### src/rtl/htbpa_seq.sv
// ---------------------------------------------------------------------------
// htbpa_seq -- microcoded issue sequencer for the pairing arithmetic datapath.
//
// Fetches 64-bit microinstructions from a 1-cycle-latency instruction memory.
// It drives the operand-RAM read addresses and the preadder / cmul / postadder
// mode fields. A PIPE_LAT-deep tag line re-times each write-back address so
// that we/waddr line up with the postadder result of the same instruction.
//
// Ports
//   clk                       rising-edge clock
//   rstn                      synchronous active-low reset
//   start                     one-cycle pulse, runs the program from pc=0
//   busy                      high from the cycle after start until done
//   done                      one-cycle pulse once END retired and drained
//   imem_addr / imem_dout     instruction fetch (dout valid one cycle later)
//   raddr0, raddr1            RAM0 / RAM1 read addresses
//   mode1, mode2              preadder modes
//   cmul_mode                 cmul mode
//   pmode1..pmode3            postadder modes
//   outsel, addr2, addr3      postadder selects
//   waddr, we                 write port, aligned with postadder dout
// ---------------------------------------------------------------------------
module htbpa_seq #(
    parameter int PIPE_LAT = 12,
    parameter int AW       = 9,
    parameter int PCW      = 8
) (
    input  logic           clk,
    input  logic           rstn,
    input  logic           start,
    output logic           busy,
    output logic           done,
    output logic [PCW-1:0] imem_addr,
    input  logic [63:0]    imem_dout,
    output logic [AW-1:0]  raddr0,
    output logic [AW-1:0]  raddr1,
    output logic [2:0]     mode1,
    output logic [2:0]     mode2,
    output logic [2:0]     cmul_mode,
    output logic [2:0]     pmode1,
    output logic [2:0]     pmode2,
    output logic [2:0]     pmode3,
    output logic [1:0]     outsel,
    output logic [1:0]     addr2,
    output logic [1:0]     addr3,
    output logic [AW-1:0]  waddr,
    output logic           we
);

    localparam logic [2:0] OP_NOP  = 3'b000;
    localparam logic [2:0] OP_EXEC = 3'b001;
    localparam logic [2:0] OP_SYNC = 3'b010;
    localparam logic [2:0] OP_END  = 3'b111;

    localparam logic [PCW-1:0] PC_ONE  = {{(PCW-1){1'b0}}, 1'b1};
    localparam logic [PCW:0]   INF_ONE = {{PCW{1'b0}}, 1'b1};

    typedef enum logic [2:0] {
        ST_IDLE  = 3'd0,
        ST_RUN   = 3'd1,
        ST_SYNC  = 3'd2,
        ST_DRAIN = 3'd3,
        ST_DONE  = 3'd4
    } state_t;

    state_t         state_r;
    state_t         state_nxt_s;

    logic [PCW-1:0] pc_r;
    logic [PCW-1:0] imem_addr_r;
    logic           fetch_v_r;     // imem_addr_r holds a live fetch this cycle
    logic           dout_v_r;      // imem_dout holds the word of a live fetch
    logic           busy_r;
    logic           done_r;

    logic [PCW:0]   inflight_r;
    logic [PCW:0]   inflight_nxt_s;

    logic           decode_s;
    logic [2:0]     op_s;
    logic           is_exec_s;
    logic           is_sync_s;
    logic           is_end_s;
    logic           inc_s;
    logic [AW:0]    tag_s;

    logic [AW:0]    dl_r [PIPE_LAT];
    logic           we_r;
    logic [AW-1:0]  waddr_r;

    logic [AW-1:0]  raddr0_s, raddr1_s;
    logic [2:0]     mode1_s, mode2_s, cmul_mode_s;
    logic [2:0]     pmode1_s, pmode2_s, pmode3_s;
    logic [1:0]     outsel_s, addr2_s, addr3_s;

    logic [AW-1:0]  raddr0_r, raddr1_r;
    logic [2:0]     mode1_r, mode2_r, cmul_mode_r;
    logic [2:0]     pmode1_r, pmode2_r, pmode3_r;
    logic [1:0]     outsel_r, addr2_r, addr3_r;

    // Reserved instruction bits carry no meaning.
    logic           unused_rsv_s;
    assign unused_rsv_s = ^imem_dout[8:0];

    // Instruction decode: only a live word seen in RUN is acted upon.
    always_comb begin
        decode_s  = (state_r == ST_RUN) && dout_v_r;
        op_s      = imem_dout[63:61];
        is_exec_s = 1'b0;
        is_sync_s = 1'b0;
        is_end_s  = 1'b0;
        if (decode_s) begin
            case (op_s)
                OP_EXEC: is_exec_s = 1'b1;
                OP_SYNC: is_sync_s = 1'b1;
                OP_END:  is_end_s  = 1'b1;
                OP_NOP:  is_exec_s = 1'b0;
                default: is_exec_s = 1'b0;
            endcase
        end else begin
            is_exec_s = 1'b0;
        end
        inc_s = is_exec_s && imem_dout[9];
    end

    // Control fields for the next cycle; anything but EXEC issues zeros.
    always_comb begin
        raddr0_s    = {AW{1'b0}};
        raddr1_s    = {AW{1'b0}};
        mode1_s     = 3'd0;
        mode2_s     = 3'd0;
        cmul_mode_s = 3'd0;
        pmode1_s    = 3'd0;
        pmode2_s    = 3'd0;
        pmode3_s    = 3'd0;
        outsel_s    = 2'd0;
        addr2_s     = 2'd0;
        addr3_s     = 2'd0;
        tag_s       = {(AW+1){1'b0}};
        if (is_exec_s) begin
            raddr0_s    = AW'(imem_dout[60:52]);
            raddr1_s    = AW'(imem_dout[51:43]);
            mode1_s     = imem_dout[33:31];
            mode2_s     = imem_dout[30:28];
            cmul_mode_s = imem_dout[27:25];
            pmode1_s    = imem_dout[24:22];
            pmode2_s    = imem_dout[21:19];
            pmode3_s    = imem_dout[18:16];
            outsel_s    = imem_dout[15:14];
            addr2_s     = imem_dout[13:12];
            addr3_s     = imem_dout[11:10];
            // waddr is forced to 0 in slots without a write
            if (imem_dout[9]) begin
                tag_s = {1'b1, AW'(imem_dout[42:34])};
            end else begin
                tag_s = {(AW+1){1'b0}};
            end
        end else begin
            tag_s = {(AW+1){1'b0}};
        end
    end

    // In-flight write counter update: issue adds one, retire removes one.
    always_comb begin
        case ({inc_s, we_r})
            2'b10:   inflight_nxt_s = inflight_r + INF_ONE;
            2'b01:   inflight_nxt_s = inflight_r - INF_ONE;
            default: inflight_nxt_s = inflight_r;
        endcase
    end

    // Next-state logic of the sequencer FSM.
    always_comb begin
        state_nxt_s = state_r;
        case (state_r)
            ST_IDLE: begin
                if (start) begin
                    state_nxt_s = ST_RUN;
                end else begin
                    state_nxt_s = ST_IDLE;
                end
            end
            ST_RUN: begin
                if (is_sync_s) begin
                    state_nxt_s = ST_SYNC;
                end else if (is_end_s) begin
                    state_nxt_s = ST_DRAIN;
                end else begin
                    state_nxt_s = ST_RUN;
                end
            end
            ST_SYNC: begin
                if (inflight_r == {(PCW+1){1'b0}}) begin
                    state_nxt_s = ST_RUN;
                end else begin
                    state_nxt_s = ST_SYNC;
                end
            end
            // Looking at the next count lets done fire the cycle after the last write.
            ST_DRAIN: begin
                if (inflight_nxt_s == {(PCW+1){1'b0}}) begin
                    state_nxt_s = ST_DONE;
                end else begin
                    state_nxt_s = ST_DRAIN;
                end
            end
            ST_DONE: state_nxt_s = ST_IDLE;
            default: state_nxt_s = ST_IDLE;
        endcase
    end

    // State register plus the status outputs derived from the next state.
    always_ff @(posedge clk) begin
        if (!rstn) begin
            state_r <= ST_IDLE;
            busy_r  <= 1'b0;
            done_r  <= 1'b0;
        end else begin
            state_r <= state_nxt_s;
            busy_r  <= (state_nxt_s == ST_RUN) || (state_nxt_s == ST_SYNC) ||
                       (state_nxt_s == ST_DRAIN);
            done_r  <= (state_nxt_s == ST_DONE);
        end
    end

    // Fetch engine: pc always points at the next address to fetch.
    always_ff @(posedge clk) begin
        if (!rstn) begin
            pc_r        <= {PCW{1'b0}};
            imem_addr_r <= {PCW{1'b0}};
            fetch_v_r   <= 1'b0;
            dout_v_r    <= 1'b0;
        end else begin
            dout_v_r <= fetch_v_r;
            case (state_r)
                ST_IDLE: begin
                    if (start) begin
                        imem_addr_r <= {PCW{1'b0}};
                        pc_r        <= PC_ONE;
                        fetch_v_r   <= 1'b1;
                    end else begin
                        fetch_v_r   <= 1'b0;
                    end
                end
                ST_RUN: begin
                    if (is_sync_s) begin
                        // pc is two ahead of the SYNC word; resume right after it
                        pc_r      <= pc_r - PC_ONE;
                        fetch_v_r <= 1'b0;
                    end else if (is_end_s) begin
                        fetch_v_r <= 1'b0;
                    end else begin
                        imem_addr_r <= pc_r;
                        pc_r        <= pc_r + PC_ONE;
                        fetch_v_r   <= 1'b1;
                    end
                end
                default: fetch_v_r <= 1'b0;
            endcase
        end
    end

    // Registered control outputs.
    always_ff @(posedge clk) begin
        if (!rstn) begin
            raddr0_r    <= {AW{1'b0}};
            raddr1_r    <= {AW{1'b0}};
            mode1_r     <= 3'd0;
            mode2_r     <= 3'd0;
            cmul_mode_r <= 3'd0;
            pmode1_r    <= 3'd0;
            pmode2_r    <= 3'd0;
            pmode3_r    <= 3'd0;
            outsel_r    <= 2'd0;
            addr2_r     <= 2'd0;
            addr3_r     <= 2'd0;
        end else begin
            raddr0_r    <= raddr0_s;
            raddr1_r    <= raddr1_s;
            mode1_r     <= mode1_s;
            mode2_r     <= mode2_s;
            cmul_mode_r <= cmul_mode_s;
            pmode1_r    <= pmode1_s;
            pmode2_r    <= pmode2_s;
            pmode3_r    <= pmode3_s;
            outsel_r    <= outsel_s;
            addr2_r     <= addr2_s;
            addr3_r     <= addr3_s;
        end
    end

    // Write-tag delay line; the final register stage makes we land PIPE_LAT
    // cycles after the control outputs of the same instruction.
    always_ff @(posedge clk) begin
        if (!rstn) begin
            for (int i = 0; i < PIPE_LAT; i++) begin
                dl_r[i] <= {(AW+1){1'b0}};
            end
            we_r    <= 1'b0;
            waddr_r <= {AW{1'b0}};
        end else begin
            dl_r[0] <= tag_s;
            for (int i = 1; i < PIPE_LAT; i++) begin
                dl_r[i] <= dl_r[i-1];
            end
            we_r    <= dl_r[PIPE_LAT-1][AW];
            waddr_r <= dl_r[PIPE_LAT-1][AW-1:0];
        end
    end

    // In-flight write counter.
    always_ff @(posedge clk) begin
        if (!rstn) begin
            inflight_r <= {(PCW+1){1'b0}};
        end else begin
            inflight_r <= inflight_nxt_s;
        end
    end

    assign busy      = busy_r;
    assign done      = done_r;
    assign imem_addr = imem_addr_r;
    assign raddr0    = raddr0_r;
    assign raddr1    = raddr1_r;
    assign mode1     = mode1_r;
    assign mode2     = mode2_r;
    assign cmul_mode = cmul_mode_r;
    assign pmode1    = pmode1_r;
    assign pmode2    = pmode2_r;
    assign pmode3    = pmode3_r;
    assign outsel    = outsel_r;
    assign addr2     = addr2_r;
    assign addr3     = addr3_r;
    assign waddr     = waddr_r;
    assign we        = we_r;

endmodule

### config.mk
export PLATFORM = sky130hd
export DESIGN_NAME = htbpa_seq
export DESIGN_NICKNAME = d
export VERILOG_FILES = /design/src/rtl/htbpa_seq.sv
export SDC_FILE = /design/constraint.sdc
export NUM_CORES = 1
export LEC_CHECK = 0
export BUFFER_PORTS_ARGS = -buffer_cell sky130_fd_sc_hd__buf_2
export CORE_AREA = 2 2 122 124
export CTS_BUF_LIST = sky130_fd_sc_hd__clkbuf_16
export DETAILED_ROUTE_END_ITERATION = 6
export DIE_AREA = 0 0 124 126
export PLACE_DENSITY = 0.7
export SLEW_MARGIN = 25
export SYNTH_ARGS = -nofsm -noshare
export SYNTH_HDL_FRONTEND = slang
export SYNTH_SLANG_ARGS = --single-unit
### constraint.sdc
create_clock -name clk -period 3.7 [get_ports clk]
set_input_delay 0.555 -clock clk [delete_from_list [all_inputs] [get_ports clk]]
set_output_delay 0.555 -clock clk [all_outputs]
set_load 0.1 [all_outputs]
==> results.md, run 1 <==
* PostCTS Resize Cnt at 0
* Top FF cell, synth: dfxtp_1
* Clock transition at the registers of the reported paths at 0.06 ns
* Crit end category: flip-flop
* First-pass GRT wire length at 19,400 um
* Detailed Route Iter0 Violations at 275
* Tcrit/Tclk final at 90.7%
* Cell Pwr Density at 526 mW/mm^2
* Die Y at 126 um
* Detailed Place HPWL at 7730 um
* Critical path launch point type: flip-flop
* EDFF count, synth at 0
* PortBufs at 119
* Syn Inst Count at 638
* Worst Path Required at 4.09 ns
* I/O pin cnt at 129
* FP Rows at 44
* Pre-Repair DR Iteration Count at 4
* Die width at 124 um
* RePlAce Congestion at 0.787
* Critical path, cell by cell: nor2_1 > nand2_1 > nor3_4 > nand2_1 > ha_1 > buf_4 > nand4b_1 > o211a_1 > o2111a_1 > a211oi_1 > nand4_1 > or2_1 > nor4_1
* GRT Util Overall at 15.1%
* Minimum clock period at 3.36 ns
* Synth Cell Area at 0.00684 mm^2
* Clk_lat worst skew at 0.49 ns
* Synth Net Count at 715
* Most frequent cells in the layout: 204 x dfxtp_1, 137 x and2_1, 118 x buf_2
* H-tree depth at 1
* Max stage delay on crit path at 0.35 ns
* RSZ-0062 raised after global routing: no
* Hold crit path type: input port to flip-flop
* Slew @ Worst Pin at 0.823 ns
* CP most frequent cell: nand2_1
* Hold Buf Count CTS at 0
* Setup TNS at 0 ns
* Full die area at 0.0156 mm^2
* Crit path DAT at 3.74 ns
* Setup-failing EPs final at 0
* Fin. max-slew vios at 0
* Max transition margin at 45.1%
* CTS buffer count at 21
* Setup bufs post-CTS at 0
* Min-Delay Path Depth at 2
* Initial antenna violation count at 0
* Final Skew at 0.00935 ns
* Hold slack at 0.261 ns
* CTS Root Cell: clkbuf_16
* Nets at 820
* Worst R2R Path Depth at 13
* Lkg Pwr at 3.82 nW
* Share of the yosys chip area belonging to registers at 59.7%
* Critical path type: flip-flop to flip-flop
* Number of global-route vias before repair at 4,215
* Syn avg cell area at 10.7 um^2
* Fraction of registers with async set/reset at 0%
* DR vias at 4,576
* Wire per inst at 12.7 um
* Synth cell types at 63
* Synth warn at 0
* Vias per inst at 4.86
* CTS tree: done
* Clock tree buffer depth at 3
* CTS sink cnt at 204
* Fraction of layout cells with a size suffix above 1 at 21.4%
* Max-Cap Viols at 0
* Max Clk Rate at 0.298 GHz
* P&R area growth vs syn at 20.1%
* Initial Util at 47.8%
* Flops & latches, synth at 204
* Drt total wl at 11,900 um
* Remaining global-route overflow at 0
* ANT cells at 0
* Status: finished clean
* Residual DRC at 0
* Fillcell total at 1,218
* Commonest non-fill, non-tap cell in the layout: dfxtp_1
* Largest net degree at the start of global routing at 113
* Routed Antenna Nets at 0
* Slowest CP cell: dfxtp_1
* Core Region at 0.0143 mm^2
* Peak VDD IR at 0.000638 V
* Final hold vios at 0
* Critical Path Fanout Max at 28
-- critical path, delay by kind of cell (launching register included) --
kind | cells | cell delay (ns)
compound gates | 3 | 0.86
fa+ha+maj | 1 | 0.21
buf+inv | 1 | 0.23
flops | 1 | 0.35
simple gates | 8 | 1.61
-- metrics by stage --
| stage | instance area (um^2) | util (%) | setup WS [ns] | total power, mW | std cells |
|---|---|---|---|---|---|
| global placement | 7550 | 52.8 | 0.412 | 2.37 | 904 |
| CTS | 8220 | 57.4 | 0.373 | 4.38 | 941 |
| floorplan | 6850 | - | 0.0424 | 2.33 | 638 |
| global route | 8220 | 57.4 | 0.0437 | 4.47 | 941 |
| detailed placement | 7550 | 52.8 | 0.304 | 2.37 | 904 |
| finish | 8220 | 57.4 | 0.343 | 4.33 | 941 |
-- metal layers --
metal	GRT usage [%]	wire length, um	part of all wire (%)	vias up
li1	-	-	-	2346
met1	20.0	5450	46	2101
met2	24.2	5610	47	114
met3	3.76	689	5.8	15
met4	4.89	194	1.6	0
met5	0	0	0	-
-- power by group --
group / switching [mW] / internal (mW)
Sequential: 0.00551 / 2.20
Combinational: 0.0700 / 0.0416
Clock: 0.825 / 1.18
Total: 0.901 / 3.43
-- cells by family (layout without fill, tap and decap cells) --
group	after synthesis	count (layout)	synth area share, %
compound gates	78	78	8.48
flops	204	204	59.7
fa+ha+maj	10	10	1.94
mux	3	3	0.439
xor+xnor	10	10	1.28
buf+inv	48	167	3.02
simple gates	285	285	25.2
-- synth_stat cells (all sizes together) (2+ instances only) --
cell | count | area (um^2)
a21boi | 13 | 97.6
nor2 | 18 | 67.6
nand2 | 21 | 78.8
o21a | 2 | 15.0
a22oi | 7 | 52.6
xnor2 | 5 | 43.8
dfxtp | 204 | 4080
xor2 | 5 | 43.8
a21o | 8 | 60.1
and3b | 2 | 17.5
nand4 | 2 | 12.5
or2 | 2 | 12.5
a21oi | 16 | 80.1
nor3b | 3 | 22.5
nor2b | 11 | 68.8
or3 | 3 | 18.8
o21ai | 4 | 20.0
clkbuf | 35 | 131
or4b | 2 | 20.0
o21bai | 3 | 22.5
and2b | 2 | 15.0
and2 | 138 | 863
nand2b | 5 | 31.3
a311oi | 2 | 17.5
inv | 5 | 18.8
nand3 | 11 | 55.1
o211ai | 5 | 37.5
a211oi | 2 | 15.0
ha | 9 | 113
nand4b | 4 | 35.0
nor3 | 5 | 25.0
nor4b | 2 | 17.5
a2111oi | 2 | 17.5
mux2i | 3 | 30.0
nor4 | 4 | 31.3
nand3b | 2 | 15.0
o31ai | 2 | 15.0
buf | 8 | 56.3
and3 | 44 | 275
-- final cells by class --
type	instances	area [um^2]	share of cell area [%]
flip-flops and latches	204	4080	49.7
multi-input cells	386	2560	31.2
repair buffers	125	656	7.98
clock buffers	21	526	6.39
well taps	184	230	2.80
clock inverters	16	139	1.69
inverters	5	18.8	0.228
-- flip-flops by register name, indices dropped and copies added, names as in the netlist, 8 cells and up --
name        count
dl_r          120
inflight_r      9
pc_r            8
raddr1          9
raddr0          9
waddr           9
imem_addr       8
-- worst paths after layout --
kind,end,slack [ns],from
hold reg to reg,dl_r[2][6],0.42,dl_r[1][6]
setup / recovery,done,0.34,state_r[2]
hold / removal,dl_r[0][8],0.26,imem_dout[42]
setup reg to reg,done,0.34,state_r[2]
Power figures use the tool's default switching activity.
==> run 2: changes to the inputs <==
CORE_AREA = 2 2 128 118   (was 2 2 122 124)
DIE_AREA = 0 0 130 120   (was 0 0 124 126)
==> run 2 against run 1 <==
Against the previous run:
- clock-buffer cell count is the same
- maximum frequency fell by 2.9%
- cell count is 1.6% higher
- critical path type unchanged
- largest power group unchanged
==> results.md, run 2 (same netlist as run 1, synthesis figures left out) <==
* Die width at 130 um
* RePlAce Congestion at 0.837
* Routed Antenna Nets at 0
* FP Rows at 42
* GRT Util Overall at 15.4%
* Critical Path Fanout Max at 5
* Peak VDD IR at 0.000348 V
* Fin. max-slew vios at 0
* First-pass GRT wire length at 19,900 um
* Detailed Place HPWL at 7930 um
* Nets at 821
* CTS tree: done
* Slew @ Worst Pin at 0.497 ns
* Fraction of layout cells with a size suffix above 1 at 21.8%
* Final hold vios at 0
* Clock tree buffer depth at 3
* Setup-failing EPs final at 0
* RSZ-0062 raised after global routing: yes
* Setup bufs post-CTS at 0
* Die Y at 120 um
* Fillcell total at 1,177
* Cell Pwr Density at 528 mW/mm^2
* P&R area growth vs syn at 20.9%
* Detailed Route Iter0 Violations at 228
* Max-Cap Viols at 0
* I/O pin cnt at 129
* Most frequent cells in the layout: 204 x dfxtp_1, 137 x and2_1, 118 x buf_2
* Clk_lat worst skew at 0.48 ns
* CTS Root Cell: clkbuf_16
* Lkg Pwr at 3.85 nW
* Remaining global-route overflow at 0
* Crit path DAT at 3.78 ns
* Wire per inst at 12.4 um
* Worst Path Required at 4.03 ns
* Reg with most FFs: dl_r
* Hold Buf Count CTS at 0
* Pre-Repair DR Iteration Count at 4
* Finished Cell Area at 0.00827 mm^2
* H-tree depth at 1
* Placed inst area at 0.00758 mm^2
* Max Clk Rate at 0.289 GHz
* Largest net degree at the start of global routing at 80
* Critical path, cell by cell: nor2_1 > nand2_1 > nor3_4 > nand2_1 > ha_1 > xor2_1 > ha_1 > nand4b_1 > and2_1 > a311oi_1 > a311oi_2 > nand4_1 > o41ai_2 > a21boi_0
* Max stage delay on crit path at 0.35 ns
* Drt total wl at 11,800 um
* Reg2reg setup slack at 0.24 ns
* Clock transition at the registers of the reported paths at 0.06 ns
* Slowest CP cell: dfxtp_1
* Residual DRC at 0
* Vias per inst at 4.82
* Max transition margin at 66.0%
* Tcrit/Tclk final at 93.4%
* Critical path type: flip-flop to flip-flop
* Commonest non-fill, non-tap cell in the layout: dfxtp_1
* Initial antenna violation count at 0
* Full die area at 0.0156 mm^2
* PostCTS Resize Cnt at 0
* Final Skew at 0.0102 ns
* DR vias at 4,610
* Critical path launch point type: flip-flop
* Max reg flops at 120
* PortBufs at 119
* Minimum clock period at 3.46 ns
* Crit end category: flip-flop
* CTS sink cnt at 204
* Hold crit path type: input port to flip-flop
* ANT cells at 0
* Util after Layout at 57.7%
* Initial Util at 47.7%
* Core Region at 0.0143 mm^2
* CTS buffer count at 21
* Status: finished clean
* Number of global-route vias before repair at 4,378
==> run 2: per-stage QoR <==
stage	hold WS [ns]	setup WS, ns	total power, mW	instances	TNS (ns)
2_1_floorplan	0.412	0.0424	2.33	638	0
3_3_place_gp	0.413	0.245	2.37	919	0
3_5_place_dp	0.417	0.0983	2.37	919	0
4_1_cts	0.252	0.182	4.43	956	0
5_1_grt	0.259	-0.0217	4.54	956	-0.0217
6_report	0.274	0.243	4.37	956	0
==> run 2: layout make-up <==
class                   count  area, um^2  area share, %
clock inverters            16         158           1.91
inverters                   5        18.8          0.227
multi-input cells         386        2580           31.2
repair buffers            126         663           8.01
flip-flops and latches    204        4080           49.4
clock buffers              21         526           6.35
well taps                 198         248           2.99
==> run 2: worst paths after layout <==
| check | start | to | cells after the start |
|---|---|---|---|
| setup / recovery | state_r[2] | state_r[1] | 14 |
| hold / removal | imem_dout[41] | dl_r[0][7] | 2 |
| setup reg to reg | state_r[2] | state_r[1] | 14 |
| hold reg to reg | dl_r[7][5] | dl_r[8][5] | 1 |
==> run 2: worst max-delay path, delay by kind of cell, from the launching register on <==
kind / cells / cell delay (ns)
adders and majority gates: 2 / 0.49
and+or+nand+nor: 7 / 1.35
AOI/OAI and AO/OA: 4 / 0.97
xor gates and xnor gates: 1 / 0.16
DFF: 1 / 0.35
==> run 2: where the power goes <==
group          internal (mW)  leakage, nW  switching (mW)
registers               2.20         1.64         0.00584
clock network           1.24        0.363           0.803
logic                 0.0415         1.84          0.0697
total                   3.49         3.85           0.878
==> run 2: routing by layer <==
layer  wire [um]  share of wire [%]  up-vias  GRT usage, %
li1            -                  -     2356             -
met1        5270                 45     2089          19.6
met2        5340                 45      147          25.0
met3         962                8.1       18          4.86
met4         257                2.2        0          4.57
met5           0                  0        -             0
==> run 3: changes to the inputs <==
--- a/config.mk
+++ b/config.mk
@@ -7,8 +7,8 @@
 export LEC_CHECK = 0
-export BUFFER_PORTS_ARGS = -buffer_cell sky130_fd_sc_hd__buf_2
-export CORE_AREA = 2 2 128 118
+export CORE_AREA = 2 2 127 116
 export CTS_BUF_LIST = sky130_fd_sc_hd__clkbuf_16
 export DETAILED_ROUTE_END_ITERATION = 6
-export DIE_AREA = 0 0 130 120
-export PLACE_DENSITY = 0.7
+export DIE_AREA = 0 0 129 118
+export DONT_BUFFER_PORTS = 1
+export PLACE_DENSITY = 0.64
 export SLEW_MARGIN = 25
==> constraint.sdc (replaced) <==
create_clock -name clk -period 3.7 [get_ports clk]
set_input_delay 0.925 -clock clk [delete_from_list [all_inputs] [get_ports clk]]
set_output_delay 0.925 -clock clk [all_outputs]
set_load 0.1 [all_outputs]
==> run 3 against run 2 <==
Against the previous run:
- cell count down 12%
- clock power about the same
- clock skew up 0.0047 ns
- clock-buffer cell count down 1
- sequential share of layout area up 3.1 points
- wire length up 0.10%
- global-route usage up 0.44 points
- design area down 5.9%
- critical path type unchanged
- worst hold slack better by 0.15 ns
- largest cell class unchanged
- worst setup slack better by 0.14 ns
==> results.md, run 3 (same netlist as run 1, synthesis figures left out) <==
* RePlAce Congestion at 0.753
* Largest net degree at the start of global routing at 199
* Detailed Place HPWL at 7870 um
* Max-Cap Viols at 0
* Critical Path Fanout Max at 6
* Residual DRC at 0
* Critical path launch point type: flip-flop
* Drt total wl at 11,800 um
* WL met2 at 5530 um
* Slew @ Worst Pin at 1.01 ns
* Crit end category: flip-flop
* Non-filler cells, final at 844
* Nets at 714
* Cell Pwr Density at 551 mW/mm^2
* DR vias at 4,200
* Die width at 129 um
* Remaining global-route overflow at 0
* Initial antenna violation count at 0
* CTS Root Cell: clkbuf_16
* Max transition margin at 32.3%
* Worst hold start: dl_r[9][4]
* Fraction of layout cells with a size suffix above 1 at 9.83%
* Full die area at 0.0152 mm^2
* Detailed Route Iter0 Violations at 238
* CTS sink cnt at 204
* Lkg Pwr at 3.32 nW
* Worst Path Required at 4.14 ns
* Setup TNS at 0 ns
* Reg2reg setup slack at 0.38 ns
* Tcrit/Tclk final at 89.6%
* RR Startpoint: state_r[1]
* Reg with most FFs: dl_r
* R2r endpoint: done
* Worst R2R Path Depth at 14
* CTS tree: done
* Post-Place Cells at 808
* Commonest non-fill, non-tap cell in the layout: dfxtp_1
* Min-Delay Path Depth at 1
* Core Region at 0.0139 mm^2
* Hold Buf Count CTS at 0
* Crit path DAT at 3.76 ns
* Wire length on met3 at 833 um
* Peak VDD IR at 0.000382 V
* FP Rows at 41
* CTS buffer count at 20
* M1 WL at 5180 um
* Hold Path End: dl_r[10][4]
* First-pass GRT wire length at 19,700 um
* Final Skew at 0.0148 ns
* P&R area growth vs syn at 13.8%
* Most frequent cells in the layout: 204 x dfxtp_1, 136 x and2_1, 44 x and3_1
* Clock transition at the registers of the reported paths at 0.06 ns
* H-tree depth at 1
* ANT cells at 0
* Status: finished clean
* PortBufs at 0
* Clk_lat worst skew at 0.50 ns
* Max reg flops at 120
* Number of global-route vias before repair at 4,059
* Max Clk Rate at 0.302 GHz
* RSZ-0062 raised after global routing: no
* Routed Antenna Nets at 0
* Pre-Repair DR Iteration Count at 6
* GRT Util Overall at 15.8%
* Die Y at 118 um
* Fin. max-slew vios at 0
* Minimum clock period at 3.32 ns
* Vias per inst at 4.98
* Hold crit path type: flip-flop to flip-flop
* Final hold vios at 0
* Clock tree buffer depth at 3
* Critical path type: flip-flop to flip-flop
* Wire per inst at 14.0 um
* Setup-failing EPs final at 0
* DR top layer: met4
* Initial Util at 49.2%
* I/O pin cnt at 129
run 3: changes by cell type in the layout (fill, tap and decap cells not counted), sizes merged:
cell	before	now
inv	13	8
clkbuf	21	20
clkinv	5	7
clkinvlp	0	3
buf	126	20
run 3: worst max-delay path by stage:
| stage | from | to | slack (ns) | depth (start not counted) |
|---|---|---|---|---|
| after CTS | state_r[1] | done | 0.30 | 13 |
| final | state_r[1] | done | 0.38 | 14 |
| after detailed placement | imem_dout[62] | done | -0.03 | 12 |
| after global placement | imem_dout[62] | done | 0.04 | 12 |
| after floorplan | imem_dout[62] | state_r[0] | -0.11 | 16 |
| after global routing | state_r[1] | done | 0.09 | 14 |
run 3: repair_timing:
action | in CTS | in global routing
setup buffers | 0 | 0
setup endpoints to repair | 0 | 1
gates resized for setup | 0 | 2
run 3: routing by layer:
layer	track usage [%]	vias to the layer above
li1	-	2131
met2	26.4	138
met3	4.77	24
met4	5.10	0
met1	19.6	1907
met5	0	-
run 3: report_power, final:
part | total [mW] | leakage [nW] | switching, mW | internal, mW
Combinational | 0.0409 | 1.35 | 0.0226 | 0.0184
Sequential | 2.23 | 1.64 | 0.0227 | 2.20
Clock | 2.03 | 0.333 | 0.820 | 1.21
run 3: layout make-up:
class,instances,area [um^2]
well taps,193,241
clock buffers,20,500
repair buffers,20,150
flip-flops and latches,204,4080
clock inverters,16,180
multi-input cells,386,2610
inverters,5,18.8
fillers,1225,6110
run 3: worst max-delay path, cell delays in order, from the launching register on:
cell and delay (ns):
dfxtp_1 0.35, nor2_1 0.18, nand2_1 0.18, nor3_4 0.26, nand2_4 0.09, ha_4 0.19
xor2_1 0.14, ha_2 0.21, a32oi_2 0.32, a2111oi_0 0.19, a311oi_2 0.32, nand4_1 0.18
or2_1 0.27, nor4_1 0.21, buf_4 0.17
run 3: through the flow:
step	total power, mW	instance area (um^2)	setup WS [ns]	hold slack [ns]	utilization [%]
after floorplan	2.33	6910	-0.107	0.412	-
after global placement	2.31	7100	0.0366	0.413	51.1
after detailed placement	2.32	7100	-0.0286	0.417	51.1
after CTS	4.35	7780	0.301	0.426	56.0
after global routing	4.46	7790	0.0857	0.440	56.0
final	4.29	7790	0.384	0.425	56.0
